### src/rtl/cpu_bus_sequencer.sv
// CPU external-bus sequencer: runs T_PER_M-clock M-cycles, arbitrates the memory port between CPU and OAM DMA.
// Optional build macro ARB_RR_EN selects round-robin arbitration instead of strict DMA priority.
module cpu_bus_sequencer #(
  parameter int T_PER_M = 4,
  parameter int AW      = 16
) (
  input  logic          clk,
  input  logic          rst_n,
  input  logic [2:0]    cpu_op,
  input  logic [AW-1:0] cpu_addr,
  input  logic [7:0]    cpu_wdata,
  output logic [7:0]    cpu_rdata,
  output logic          cpu_mdone,
  output logic          cpu_stall,
  output logic          ir_load,
  output logic          ir_cb,
  input  logic          dma_req,
  input  logic          dma_we,
  input  logic [AW-1:0] dma_addr,
  input  logic [7:0]    dma_wdata,
  output logic [7:0]    dma_rdata,
  output logic          dma_done,
  output logic [AW-1:0] mem_addr,
  output logic [7:0]    mem_wdata,
  output logic          mem_rd,
  output logic          mem_wr,
  input  logic [7:0]    mem_rdata,
  output logic [2:0]    tcnt
);

  typedef enum logic [2:0] {
    OP_IDLE  = 3'd0,
    OP_IF    = 3'd1,
    OP_WRITE = 3'd2,
    OP_READ  = 3'd3,
    OP_IF_CB = 3'd4
  } bus_opcode_t;

  typedef enum logic {
    OWN_CPU = 1'b0,
    OWN_DMA = 1'b1
  } owner_t;

  localparam logic [2:0] T_LAST = 3'(T_PER_M - 1);
  localparam logic [2:0] T_RCAP = 3'(T_PER_M - 2);

  logic [2:0]    tcnt_q;
  owner_t        owner_q;
  bus_opcode_t   op_q;
  logic          we_q;
  logic [AW-1:0] addr_q;
  logic [7:0]    wdata_q;

  bus_opcode_t   op_in;
  logic          dma_win;

  owner_t        cur_owner;
  bus_opcode_t   cur_op;
  logic          cur_we;
  logic [AW-1:0] cur_addr;
  logic [7:0]    cur_wdata;
  logic          bus_rd;
  logic          bus_wr;
  logic          bus_active;

`ifdef ARB_RR_EN
  logic          dma_won_q;
`endif

  // The decoder advances on cpu_mdone, so the next op only appears during tcnt 0; arbitrate live then.
  always_comb begin
    op_in   = (cpu_op > 3'd4) ? OP_IDLE : bus_opcode_t'(cpu_op);
    dma_win = dma_req;
`ifdef ARB_RR_EN
    if (dma_won_q && (op_in != OP_IDLE)) dma_win = 1'b0;
`endif
  end

  // NOTE: every always_comb output gets a default first so no path leaves it unassigned (no latch).
  always_comb begin
    cur_owner = owner_q;
    cur_op    = op_q;
    cur_we    = we_q;
    cur_addr  = addr_q;
    cur_wdata = wdata_q;
    if (tcnt_q == 3'd0) begin
      cur_owner = dma_win ? OWN_DMA : OWN_CPU;
      cur_op    = op_in;
      cur_we    = dma_we;
      cur_addr  = dma_win ? dma_addr : cpu_addr;
      cur_wdata = dma_win ? dma_wdata : cpu_wdata;
    end
  end

  always_comb begin
    if (cur_owner == OWN_DMA) begin
      bus_rd     = !cur_we;
      bus_wr     = cur_we;
      bus_active = 1'b1;
    end else begin
      bus_rd     = (cur_op == OP_IF) || (cur_op == OP_READ) || (cur_op == OP_IF_CB);
      bus_wr     = (cur_op == OP_WRITE);
      bus_active = (cur_op != OP_IDLE);
    end
  end

  // Outputs are held at 0 while reset is asserted, even though live inputs feed the tcnt 0 path.
  always_comb begin
    mem_addr  = '0;
    mem_wdata = '0;
    mem_rd    = 1'b0;
    mem_wr    = 1'b0;
    cpu_stall = 1'b0;
    cpu_mdone = 1'b0;
    dma_done  = 1'b0;
    ir_load   = 1'b0;
    ir_cb     = 1'b0;
    if (rst_n) begin
      if (bus_active) mem_addr = cur_addr;
      if (bus_wr) mem_wdata = cur_wdata;
      mem_rd    = bus_rd && (tcnt_q <= T_RCAP);
      mem_wr    = bus_wr && (tcnt_q != 3'd0) && (tcnt_q <= T_RCAP);
      cpu_stall = (cur_owner == OWN_DMA) && (cur_op != OP_IDLE);
      if (tcnt_q == T_LAST) begin
        dma_done  = (cur_owner == OWN_DMA);
        cpu_mdone = (cur_owner == OWN_CPU) || (cur_op == OP_IDLE);
        ir_load   = cpu_mdone && ((cur_op == OP_IF) || (cur_op == OP_IF_CB));
        ir_cb     = ir_load && (cur_op == OP_IF_CB);
      end
    end
  end

  // NOTE: sequential state uses non-blocking assignments so every register samples pre-edge values.
  always_ff @(posedge clk) begin
    if (!rst_n) begin
      tcnt_q    <= 3'd0;
      owner_q   <= OWN_CPU;
      op_q      <= OP_IDLE;
      we_q      <= 1'b0;
      addr_q    <= '0;
      wdata_q   <= '0;
      cpu_rdata <= '0;
      dma_rdata <= '0;
`ifdef ARB_RR_EN
      dma_won_q <= 1'b0;
`endif
    end else begin
      tcnt_q <= (tcnt_q == T_LAST) ? 3'd0 : tcnt_q + 3'd1;
      if (tcnt_q == 3'd0) begin
        owner_q <= cur_owner;
        op_q    <= cur_op;
        we_q    <= cur_we;
        addr_q  <= cur_addr;
        wdata_q <= cur_wdata;
`ifdef ARB_RR_EN
        dma_won_q <= dma_win;
`endif
      end
      if ((tcnt_q == T_RCAP) && bus_rd) begin
        if (cur_owner == OWN_DMA) dma_rdata <= mem_rdata;
        else                      cpu_rdata <= mem_rdata;
      end
    end
  end

  assign tcnt = tcnt_q;

endmodule
### config.mk
export PLATFORM = sky130hd
export DESIGN_NAME = cpu_bus_sequencer
export DESIGN_NICKNAME = d
export VERILOG_FILES = /design/src/rtl/cpu_bus_sequencer.sv
export SDC_FILE = /design/constraint.sdc
export NUM_CORES = 1
export LEC_CHECK = 0
export ABC_AREA = 1
export CAP_MARGIN = 20
export CELL_PAD_IN_SITES_DETAIL_PLACEMENT = 0
export CELL_PAD_IN_SITES_GLOBAL_PLACEMENT = 1
export CORE_MARGIN = 8
export CORE_UTILIZATION = 27
export DETAILED_ROUTE_END_ITERATION = 8
export PLACE_DENSITY_LB_ADDON = 0.1
export SYNTH_ARGS = -nofsm -noshare
export SYNTH_HDL_FRONTEND = slang
export SYNTH_SLANG_ARGS = --single-unit
### constraint.sdc
create_clock -name clk -period 2.3 [get_ports clk]
set_clock_uncertainty 0.2 [all_clocks]
set_input_delay 0.345 -clock clk [delete_from_list [all_inputs] [get_ports clk]]
set_output_delay 0.345 -clock clk [all_outputs]
set_load 0.01 [all_outputs]
==> flow_summary.html, run 1 <==
<table>
<tr><th>Metric</th><th>Value</th></tr>
<tr><th colspan="2">Outcome</th></tr>
<tr><td>Run status</td><td>complete, but fails checks</td></tr>
<tr><td>Violations in the final reports</td><td>setup timing</td></tr>
<tr><th colspan="2">Die</th></tr>
<tr><td>Die ar.</td><td>roughly 12,000 µm²</td></tr>
<tr><td>Initial core utilization</td><td>27.5%</td></tr>
<tr><td>FP Rows</td><td>34</td></tr>
<tr><td>Chip Width</td><td>109 µm</td></tr>
<tr><td>Std-Cell Core Area</td><td>around 8600 µm²</td></tr>
<tr><td>Die span in y</td><td>between 100 and 150 µm</td></tr>
<tr><td>Boundary Pins</td><td>113</td></tr>
<tr><th colspan="2">Routing</th></tr>
<tr><td>Initial DRC Count</td><td>66</td></tr>
<tr><td>Final WL</td><td>about 8.1 mm</td></tr>
<tr><td>Antenna-violating nets left</td><td>0</td></tr>
<tr><td>DRC viols</td><td>0</td></tr>
<tr><td>Via count</td><td>2,725</td></tr>
<tr><td>Via count normalized by instance count</td><td>between 4 and 5</td></tr>
<tr><td>DR WL/cell</td><td>13.1 µm</td></tr>
<tr><td>1st-pass router iterations</td><td>5</td></tr>
<tr><th colspan="2">Yosys</th></tr>
<tr><td>Synth area leaders</td><td>dfxtp_1 41%, nand2_1 13%, nor2_1 11%</td></tr>
<tr><td>Adder-Cell Fraction of Synth Area</td><td>2.12%</td></tr>
<tr><td>Number of distinct library cell variants in the gate-level netlist after synthesis</td><td>24</td></tr>
<tr><td>Dominant combinational cell family by area after synthesis</td><td>simple AND/OR/NAND/NOR gates</td></tr>
<tr><td>Simple-gate portion of the synthesized area</td><td>about 30%</td></tr>
<tr><td>Instance count of the mapped netlist</td><td>about 360</td></tr>
<tr><td>Share of the yosys chip area belonging to registers</td><td>roughly 41%</td></tr>
<tr><td>Portion of netlist area occupied by mux cells</td><td>0%</td></tr>
<tr><td>Post-Synth XOR/XNOR Area</td><td>0%</td></tr>
<tr><td>Average cell area after synthesis</td><td>approximately 6.5 µm²</td></tr>
<tr><td>Share of the synthesized area in the top cell type</td><td>between 40% and 50%</td></tr>
<tr><td>Number of nets in the synthesized netlist</td><td>430</td></tr>
<tr><td>Flop and latch count out of synthesis</td><td>48</td></tr>
<tr><td>Netlist Area Pre-Place</td><td>between 2000 and 2500 µm²</td></tr>
<tr><td>Ys Warns</td><td>0</td></tr>
<tr><td>Post-synth top area cell</td><td>dfxtp_1</td></tr>
<tr><td>Post-synthesis compound-gate area fraction</td><td>roughly 15%</td></tr>
<tr><th colspan="2">GRT</th></tr>
<tr><td>Initial antenna violation count</td><td>0</td></tr>
<tr><td>Met2 routing resource usage after global routing</td><td>roughly a fifth</td></tr>
<tr><td>Met3 Track Usage GR</td><td>under 10%</td></tr>
<tr><td>GRT busiest layer</td><td>met2</td></tr>
<tr><td>Total grt overflow</td><td>0</td></tr>
<tr><td>Met1 Resource Use GR</td><td>15.5%</td></tr>
<tr><td>Total global-route track usage</td><td>a little over an eighth</td></tr>
<tr><td>Via count of the first global-routing pass</td><td>2,590</td></tr>
<tr><td>Maximum number of pins on one net before global-route repair</td><td>28</td></tr>
<tr><td>Wire length of the first global-routing pass</td><td>roughly 13 mm</td></tr>
<tr><th colspan="2">Clock tree</th></tr>
<tr><td>Hold_buf cts</td><td>0</td></tr>
<tr><td>Clock slew seen by the registers of the worst setup and hold paths</td><td>around 100 ps</td></tr>
<tr><td>Clk sink count</td><td>48</td></tr>
<tr><td>Clock tree buffer depth</td><td>2</td></tr>
<tr><td>Source-to-sink clock delay at the later pin of the worst-skew pair</td><td>300 ps</td></tr>
<tr><td>TritonCTS clock tree</td><td>done</td></tr>
<tr><td>Inserted Clock Buffers</td><td>5</td></tr>
<tr><td>CTS root buffer</td><td>clkbuf_8</td></tr>
<tr><td>Number of H-tree branching levels</td><td>2</td></tr>
<tr><th colspan="2">Worst setup path</th></tr>
<tr><td>Slowest CP cell</td><td>dfxtp_2</td></tr>
<tr><td>Worst-path maximum fanout</td><td>6</td></tr>
<tr><td>Number of buffers and inverters on the critical path</td><td>7</td></tr>
<tr><td>Kind of cell adding the most delay to the critical path</td><td>buffers and inverters</td></tr>
<tr><td>Critical path cell sequence</td><td>inv_2, ha_4, inv_2, nor2_4, nand2_2, nand2_2, buf_6, nand4_1, buf_12, buf_8, nand2_2, inv_2, buf_6</td></tr>
<tr><td>Startpoint type of the worst setup path</td><td>flop</td></tr>
<tr><td>Setup crit end kind</td><td>output port</td></tr>
<tr><td>Longest individual stage delay on the worst path</td><td>340 ps</td></tr>
<tr><td>Worst Setup Path Type</td><td>flop to output port</td></tr>
<tr><td>Worst path arrival time</td><td>between 1500 and 2000 ps</td></tr>
<tr><td>Required time reported for the critical path endpoint</td><td>approximately 1800 ps</td></tr>
<tr><th colspan="2">Placed design</th></tr>
<tr><td>Setup Slack @ Placement</td><td>-572 ps</td></tr>
<tr><td>HPWL after detailed placement</td><td>6.01 mm</td></tr>
<tr><td>Cell area after placement</td><td>roughly 3800 µm²</td></tr>
<tr><td>Port buffer count</td><td>112</td></tr>
<tr><td>Last weighted congestion value of the routability-driven placer</td><td>roughly 0.77</td></tr>
<tr><th colspan="2">STA</th></tr>
<tr><td>Final Max Tran Viols</td><td>0</td></tr>
<tr><td>Fin crit share</td><td>110%</td></tr>
<tr><td>Hold Violations, Final</td><td>0</td></tr>
<tr><td>Final count of negative-setup-slack endpoints</td><td>30</td></tr>
<tr><td>Setup total negative slack</td><td>-5650 ps</td></tr>
<tr><td>Minimum period implied by the final worst setup slack</td><td>about 2500 ps</td></tr>
<tr><td>Slew of the pin with the lowest slew margin</td><td>~460 ps</td></tr>
<tr><td>Final setup slack of the worst path</td><td>-237 ps</td></tr>
<tr><td>Worst slew slack as a fraction of its limit</td><td>69.1%</td></tr>
<tr><td>Max Clock Freq</td><td>between 300 and 400 MHz</td></tr>
<tr><td>Unrepaired setup endpoints after global routing</td><td>yes</td></tr>
<tr><th colspan="2">Flow run</th></tr>
<tr><td>Max-cap violations</td><td>0</td></tr>
<tr><th colspan="2">Power and ir drop</th></tr>
<tr><td>Power per cell area</td><td>640 nW/µm²</td></tr>
<tr><td>P_leak</td><td>1.91 nW</td></tr>
<tr><td>Max VDD drop</td><td>about 300 µV</td></tr>
<tr><th colspan="2">Finish</th></tr>
<tr><td>Fill cell total of the finished layout</td><td>892</td></tr>
<tr><td>Final nets</td><td>approximately 580</td></tr>
<tr><td>Area added between synthesis and finish</td><td>77.2%</td></tr>
<tr><td>Diode count</td><td>0</td></tr>
<tr><td>Post-route cell area</td><td>around 4200 µm²</td></tr>
<tr><td>Layout cell share with drive strength beyond 1</td><td>30.5%</td></tr>
<tr><td>End-of-flow core utilization</td><td>48.7%</td></tr>
<tr><th colspan="2">Min path</th></tr>
<tr><td>Hold/Removal Path Class</td><td>flop to flop</td></tr>
</table>
-- cell usage after synthesis (all sizes together) --
cell,instances
nand2,85
nor2,69
dfxtp,48
inv,48
a21oi,40
o21ai,28
clkbuf,12
nor3,11
buf,8
ha,4
nand3,4
nand4,4
and3,1
o21a,1
-- final timing paths --
path	from	to	slack, ps	cells past startpoint
min	dma_rdata[1]	dma_rdata[1]	250	2
min reg2reg	dma_rdata[1]	dma_rdata[1]	250	2
max	tcnt[0]	mem_addr[14]	-240	13
max reg2reg	tcnt[0]	cpu_rdata[7]	190	13
-- state kept, by name (all words and copies together), names as in the netlist --
name / flops
addr_q: 16
cpu_rdata: 8
dma_rdata: 8
wdata_q: 8
op_q: 3
tcnt: 3
owner_q: 1
we_q: 1
-- power breakdown --
group	internal [mW]	switching (mW)
Sequential	0.917	0.0277
Clock	0.224	0.313
Combinational	0.605	0.587
-- per-stage QoR --
step | std cells | hold WS [ps] | total power, mW
2_1_floorplan | 363 | 247 | 1.42
3_3_place_gp | 600 | 232 | 1.92
3_5_place_dp | 600 | 239 | 1.93
4_1_cts | 617 | 255 | 2.59
5_1_grt | 620 | 284 | 2.86
6_report | 620 | 253 | 2.67
-- area by class of cell --
| type | instances | area [µm²] | area share (%) |
|---|---|---|---|
| clock inverter | 3 | 26.3 | 0.628 |
| multi-input combinational | 247 | 1300 | 31.1 |
| sequential | 48 | 963 | 23.0 |
| tap | 108 | 135 | 3.23 |
| timing repair buffer | 161 | 1510 | 36.0 |
| inverter | 48 | 180 | 4.31 |
| clock buffer | 5 | 68.8 | 1.65 |
-- layer usage --
metal | vias to the layer above | share of wire [%]
met5 | - | 0
met4 | 0 | 0.94
met3 | 7 | 9.6
met2 | 78 | 48
met1 | 1221 | 42
li1 | 1419 | -
-- cell usage in the layout (no fill, tap or decap), types with 3 or more instances in the layout --
| master | n |
|---|---|
| nand2_1 | 60 |
| o21ai_1 | 3 |
| nor3_1 | 3 |
| nor3_2 | 8 |
| o21ai_0 | 23 |
| ha_1 | 3 |
| clkbuf_8 | 5 |
| buf_6 | 26 |
| nor2_1 | 66 |
| dfxtp_1 | 46 |
| a21oi_1 | 40 |
| nand2_2 | 18 |
| inv_1 | 25 |
| nand2_4 | 6 |
| buf_4 | 38 |
| clkdlybuf4s50_1 | 80 |
| nand4_1 | 3 |
| inv_2 | 23 |
| buf_2 | 13 |
-- logic make-up (layout without fill, tap and decap cells) --
group,count (synthesis),in the layout
buf+inv,68,217
compound gates,69,69
simple gates,174,174
flops,48,48
fa+ha+maj,4,4
-- timing repair --
item	in CTS	in global routing
pin swaps	14	10
resized for setup	177	49
endpoints found under the setup margin	31	31
setup buffers	10	3
-- tightest hold or removal path, delay by kind of cell, from the launching register on --
family / cells / cell delay [ps]
flip-flops: 1 / 330
AO/OA/AOI/OAI: 1 / 50
buffers and inverters: 1 / 50
No activity file was read; power rests on OpenSTA's default activity.
==> run 2, diff against run 1 <==
--- a/config.mk
+++ b/config.mk
@@ -12,7 +12,9 @@
 export CORE_MARGIN = 8
 export CORE_UTILIZATION = 27
 export DETAILED_ROUTE_END_ITERATION = 8
+export GPL_ROUTABILITY_DRIVEN = 0
 export PLACE_DENSITY_LB_ADDON = 0.1
+export SLEW_MARGIN = 20
 export SYNTH_ARGS = -nofsm -noshare
 export SYNTH_HDL_FRONTEND = slang
 export SYNTH_SLANG_ARGS = --single-unit
==> results of run 2 <==
No change in the layout: final DEF, timing and power equal those of run 1.
==> run 3, diff against run 2 <==
--- a/config.mk
+++ b/config.mk
@@ -10,9 +10,10 @@
 export CELL_PAD_IN_SITES_DETAIL_PLACEMENT = 0
 export CELL_PAD_IN_SITES_GLOBAL_PLACEMENT = 1
 export CORE_MARGIN = 8
-export CORE_UTILIZATION = 27
+export CORE_UTILIZATION = 28
+export CTS_BUF_LIST = sky130_fd_sc_hd__clkbuf_8
 export DETAILED_ROUTE_END_ITERATION = 8
-export GPL_ROUTABILITY_DRIVEN = 0
+export GPL_ROUTABILITY_DRIVEN = 1
 export PLACE_DENSITY_LB_ADDON = 0.1
 export SLEW_MARGIN = 20
 export SYNTH_ARGS = -nofsm -noshare
==> run 3 against run 2 <==
The flow still finishes with violations (setup timing). Critical path depth unchanged. Utilization increased by 3.2 points. Wire length increased by 0.96%. Via count down 0.70%. Largest cell class unchanged.
==> flow_summary.html, run 3 (synthesis results as in run 1) <==
<table>
<tr><th>Metric</th><th>Value</th></tr>
<tr><th colspan="2">Outcome</th></tr>
<tr><td>Run status</td><td>complete, but fails checks</td></tr>
<tr><td>Violations in the final reports</td><td>setup timing</td></tr>
<tr><th colspan="2">GRT</th></tr>
<tr><td>Via count of the first global-routing pass</td><td>2,685 (+3.7%)</td></tr>
<tr><td>Maximum number of pins on one net before global-route repair</td><td>20 (-29%)</td></tr>
<tr><td>Initial antenna violation count</td><td>0 (unchanged)</td></tr>
<tr><td>Wire length of the first global-routing pass</td><td>13.4 mm (+6.8%)</td></tr>
<tr><td>Total grt overflow</td><td>0 (unchanged)</td></tr>
<tr><td>Total global-route track usage</td><td>14.1% (+1.0 points)</td></tr>
<tr><th colspan="2">STA</th></tr>
<tr><td>Hold Violations, Final</td><td>0 (unchanged)</td></tr>
<tr><td>Final count of negative-setup-slack endpoints</td><td>30 (unchanged)</td></tr>
<tr><td>Slew of the pin with the lowest slew margin</td><td>432 ps (-27.0 ps)</td></tr>
<tr><td>Unrepaired setup endpoints after global routing</td><td>yes</td></tr>
<tr><td>Final setup slack of the worst path</td><td>-265 ps (-27.3 ps)</td></tr>
<tr><td>Final Max Tran Viols</td><td>0 (unchanged)</td></tr>
<tr><td>Max Clock Freq</td><td>390 MHz (-1.1%)</td></tr>
<tr><td>Minimum period implied by the final worst setup slack</td><td>2560 ps (+27.3 ps)</td></tr>
<tr><td>Fin crit share</td><td>112% (+1.2 points)</td></tr>
<tr><td>Worst slew slack as a fraction of its limit</td><td>70.9% (+1.8 points)</td></tr>
<tr><th colspan="2">Worst setup path</th></tr>
<tr><td>Worst Setup Path Type</td><td>flop to output port</td></tr>
<tr><td>Number of buffers and inverters on the critical path</td><td>7 (unchanged)</td></tr>
<tr><td>Setup crit end kind</td><td>output port</td></tr>
<tr><td>Worst-path maximum fanout</td><td>7 (+1)</td></tr>
<tr><td>Kind of cell adding the most delay to the critical path</td><td>buffers and inverters</td></tr>
<tr><td>Launching point of the worst reg2reg path</td><td>tcnt[0]</td></tr>
<tr><td>Required time reported for the critical path endpoint</td><td>1750 ps (about the same)</td></tr>
<tr><td>Longest individual stage delay on the worst path</td><td>330 ps (about the same)</td></tr>
<tr><td>Launch point of the worst path</td><td>tcnt[0]</td></tr>
<tr><td>Worst path arrival time</td><td>2020 ps (+30 ps)</td></tr>
<tr><td>Slowest CP cell</td><td>dfxtp_2</td></tr>
<tr><td>R2r setup slk</td><td>210 ps (+20 ps)</td></tr>
<tr><td>Destination of the worst register-to-register timing path</td><td>cpu_rdata[7]</td></tr>
<tr><td>CP Capture Point</td><td>mem_addr[3]</td></tr>
<tr><td>Depth of the worst register-to-register path</td><td>14 (+1)</td></tr>
<tr><td>Critical path depth in cells</td><td>13 (unchanged)</td></tr>
<tr><td>Startpoint type of the worst setup path</td><td>flop</td></tr>
<tr><td>Critical path cell sequence</td><td>inv_2, ha_4, inv_2, nor2_4, nand2_2, nand2_2, buf_6, nand4_1, buf_4, clkbuf_16, nand2_2, inv_2, buf_6</td></tr>
<tr><th colspan="2">Clock tree</th></tr>
<tr><td>Clock slew seen by the registers of the worst setup and hold paths</td><td>90 ps (about the same)</td></tr>
<tr><td>TritonCTS clock tree</td><td>done</td></tr>
<tr><td>Inserted Clock Buffers</td><td>5 (unchanged)</td></tr>
<tr><td>Source-to-sink clock delay at the later pin of the worst-skew pair</td><td>300 ps (about the same)</td></tr>
<tr><td>Number of H-tree branching levels</td><td>2 (unchanged)</td></tr>
<tr><td>Clk sink count</td><td>48 (unchanged)</td></tr>
<tr><td>CTS root buffer</td><td>clkbuf_8</td></tr>
<tr><td>Clock tree buffer depth</td><td>2 (unchanged)</td></tr>
<tr><td>Hold_buf cts</td><td>0 (unchanged)</td></tr>
<tr><th colspan="2">Finish</th></tr>
<tr><td>Number of flip-flops in the largest register</td><td>16 (unchanged)</td></tr>
<tr><td>Area added between synthesis and finish</td><td>79.7%</td></tr>
<tr><td>Most common library cell in the layout ignoring fill and taps</td><td>clkdlybuf4s50_1</td></tr>
<tr><td>End-of-flow core utilization</td><td>51.9% (+3.2 points)</td></tr>
<tr><td>Final nets</td><td>587 (+1.6%)</td></tr>
<tr><td>Highest-count cells in the layout ignoring fill and taps</td><td>81 x clkdlybuf4s50_1, 67 x nor2_1, 64 x nand2_1</td></tr>
<tr><td>Layout cell share with drive strength beyond 1</td><td>30.9% (+0.43 points)</td></tr>
<tr><td>Register with the highest flop count</td><td>addr_q</td></tr>
<tr><td>Non-Filler Instances</td><td>626 (+0.97%)</td></tr>
<tr><td>Diode count</td><td>0 (unchanged)</td></tr>
<tr><th colspan="2">Power and ir drop</th></tr>
<tr><td>Power per cell area</td><td>660 nW/µm² (+3.1%)</td></tr>
<tr><td>Int Power</td><td>1.90 mW (+8.7%)</td></tr>
<tr><td>Sequential share of power</td><td>33.7% (-1.6 points)</td></tr>
<tr><td>Share of total power consumed by net switching</td><td>32.1% (-2.6 points)</td></tr>
<tr><td>Relative contribution of the clock network to total power</td><td>23.1% (+3.0 points)</td></tr>
<tr><td>Combinational cell fraction of total power</td><td>43.1% (-1.5 points)</td></tr>
<tr><td>P_leak</td><td>1.95 nW (+2.1%)</td></tr>
<tr><td>Net switching component of the power</td><td>0.899 mW (-3.2%)</td></tr>
<tr><td>Max VDD drop</td><td>297 µV (+1.4%)</td></tr>
<tr><th colspan="2">Min path</th></tr>
<tr><td>Start point of the worst min-delay path</td><td>dma_rdata[2]</td></tr>
<tr><td>Hold/Removal Path Class</td><td>flop to flop</td></tr>
<tr><th colspan="2">Die</th></tr>
<tr><td>Die span in y</td><td>108 µm (-1.5%)</td></tr>
<tr><td>Boundary Pins</td><td>113 (unchanged)</td></tr>
<tr><td>FP Rows</td><td>33 (-2.9%)</td></tr>
<tr><td>Chip Width</td><td>108 µm (-1.5%)</td></tr>
<tr><td>Initial core utilization</td><td>28.9% (+1.4 points)</td></tr>
<tr><td>Std-Cell Core Area</td><td>8180 µm² (-4.9%)</td></tr>
<tr><td>Die ar.</td><td>11,600 µm² (-3.1%)</td></tr>
<tr><th colspan="2">Routing</th></tr>
<tr><td>Met1 routed wirelength after detailed routing</td><td>3.58 mm (+5.4%)</td></tr>
<tr><td>Initial DRC Count</td><td>47 (-29%)</td></tr>
<tr><td>DRC viols</td><td>0 (unchanged)</td></tr>
<tr><td>Antenna-violating nets left</td><td>0 (unchanged)</td></tr>
<tr><td>Via count normalized by instance count</td><td>4.32 (-1.6%)</td></tr>
<tr><td>1st-pass router iterations</td><td>4 (-1)</td></tr>
<tr><td>Met3 wirelength from detailed routing</td><td>667 µm (-14%)</td></tr>
<tr><td>Via count</td><td>2,706 (-0.70%)</td></tr>
<tr><td>Final WL</td><td>8.17 mm (+0.96%)</td></tr>
<tr><td>Top routing layer in use</td><td>met4</td></tr>
<tr><td>DR WL/cell</td><td>13.1 µm (about the same)</td></tr>
<tr><td>Detailed-routed wire length on met2</td><td>3.88 mm (+0.86%)</td></tr>
<tr><th colspan="2">Placed design</th></tr>
<tr><td>Post-placement cell count</td><td>607 (+1.2%)</td></tr>
<tr><td>Port buffer count</td><td>112 (unchanged)</td></tr>
<tr><td>HPWL after detailed placement</td><td>6.07 mm (+0.99%)</td></tr>
<tr><td>Last weighted congestion value of the routability-driven placer</td><td>between 0.7 and 0.8</td></tr>
<tr><th colspan="2">Flow run</th></tr>
<tr><td>Max-cap violations</td><td>0 (unchanged)</td></tr>
</table>
-- run 3: cell count changes in the layout (fill, tap and decap cells not counted), sizes merged --
cell / delta
bufinv: +1
inv: -2
clkdlybuf4s50: +1
buf: +8
clkbuf: +2
dlymetal6s2s: -1
-- run 3: metrics by stage --
step           cell area [µm²]  hold WS (ps)  power, mW  TNS, ps  setup slack, ps
6_report                  4240           245       2.80    -5440             -265
5_1_grt                   4240           270       3.00    -9160             -392
4_1_cts                   4060           252       2.72    -6350             -354
3_5_place_dp              3890           236       1.97   -14340             -528
3_3_place_gp              3890           230       1.97   -14530             -528
2_1_floorplan             2360           247       1.42        0             40.4
-- run 3: worst min path at each step --
stage | endpoint | slack [ps] | cells after the start
after detailed placement | dma_rdata[2] | 240 | 2
after CTS | dma_rdata[2] | 250 | 2
after global routing | dma_rdata[0] | 270 | 2
after floorplan | wdata_q[0] | 250 | 2
final | dma_rdata[2] | 240 | 2
after global placement | dma_rdata[4] | 230 | 2
-- run 3: final cells by class --
class | instances | area (µm²)
clock buffer | 6 | 82.6
clock inverter | 2 | 38.8
fill | 835 | 3940
inverter | 48 | 180
multi-input combinational | 247 | 1290
sequential | 48 | 963
tap | 105 | 131
timing repair buffer | 170 | 1550
-- run 3: routing by layer --
layer	vias to the layer above	global-route usage (%)
li1	1434	-
met1	1197	17.0
met5	-	0
met2	71	22.9
met4	0	3.57
met3	4	5.39
-- run 3: repair_timing --
action / 4_1_cts / 5_1_grt
pin swaps: 4 / 12
gates cloned: 1 / 0
endpoints found under the hold margin: 0 / 0
buffers inserted: 4 / 6
setup endpoints to repair: 31 / 31
resized for setup: 164 / 49
-- run 3: worst min-delay path, stage by stage (launching register included) --
cell     delay, ps
dfxtp_1        320
inv_1           40
a21oi_1         40
-- run 3: power by group through the flow --
stage                     clock network [mW]  registers (mW)  logic (mW)
after CTS                              0.684           0.945        1.09
after detailed placement                   0           0.962        1.01
after global placement                     0           0.960        1.01
after global routing                   0.713           0.954        1.33
final                                  0.647           0.944        1.21
after floorplan                            0           0.970       0.450
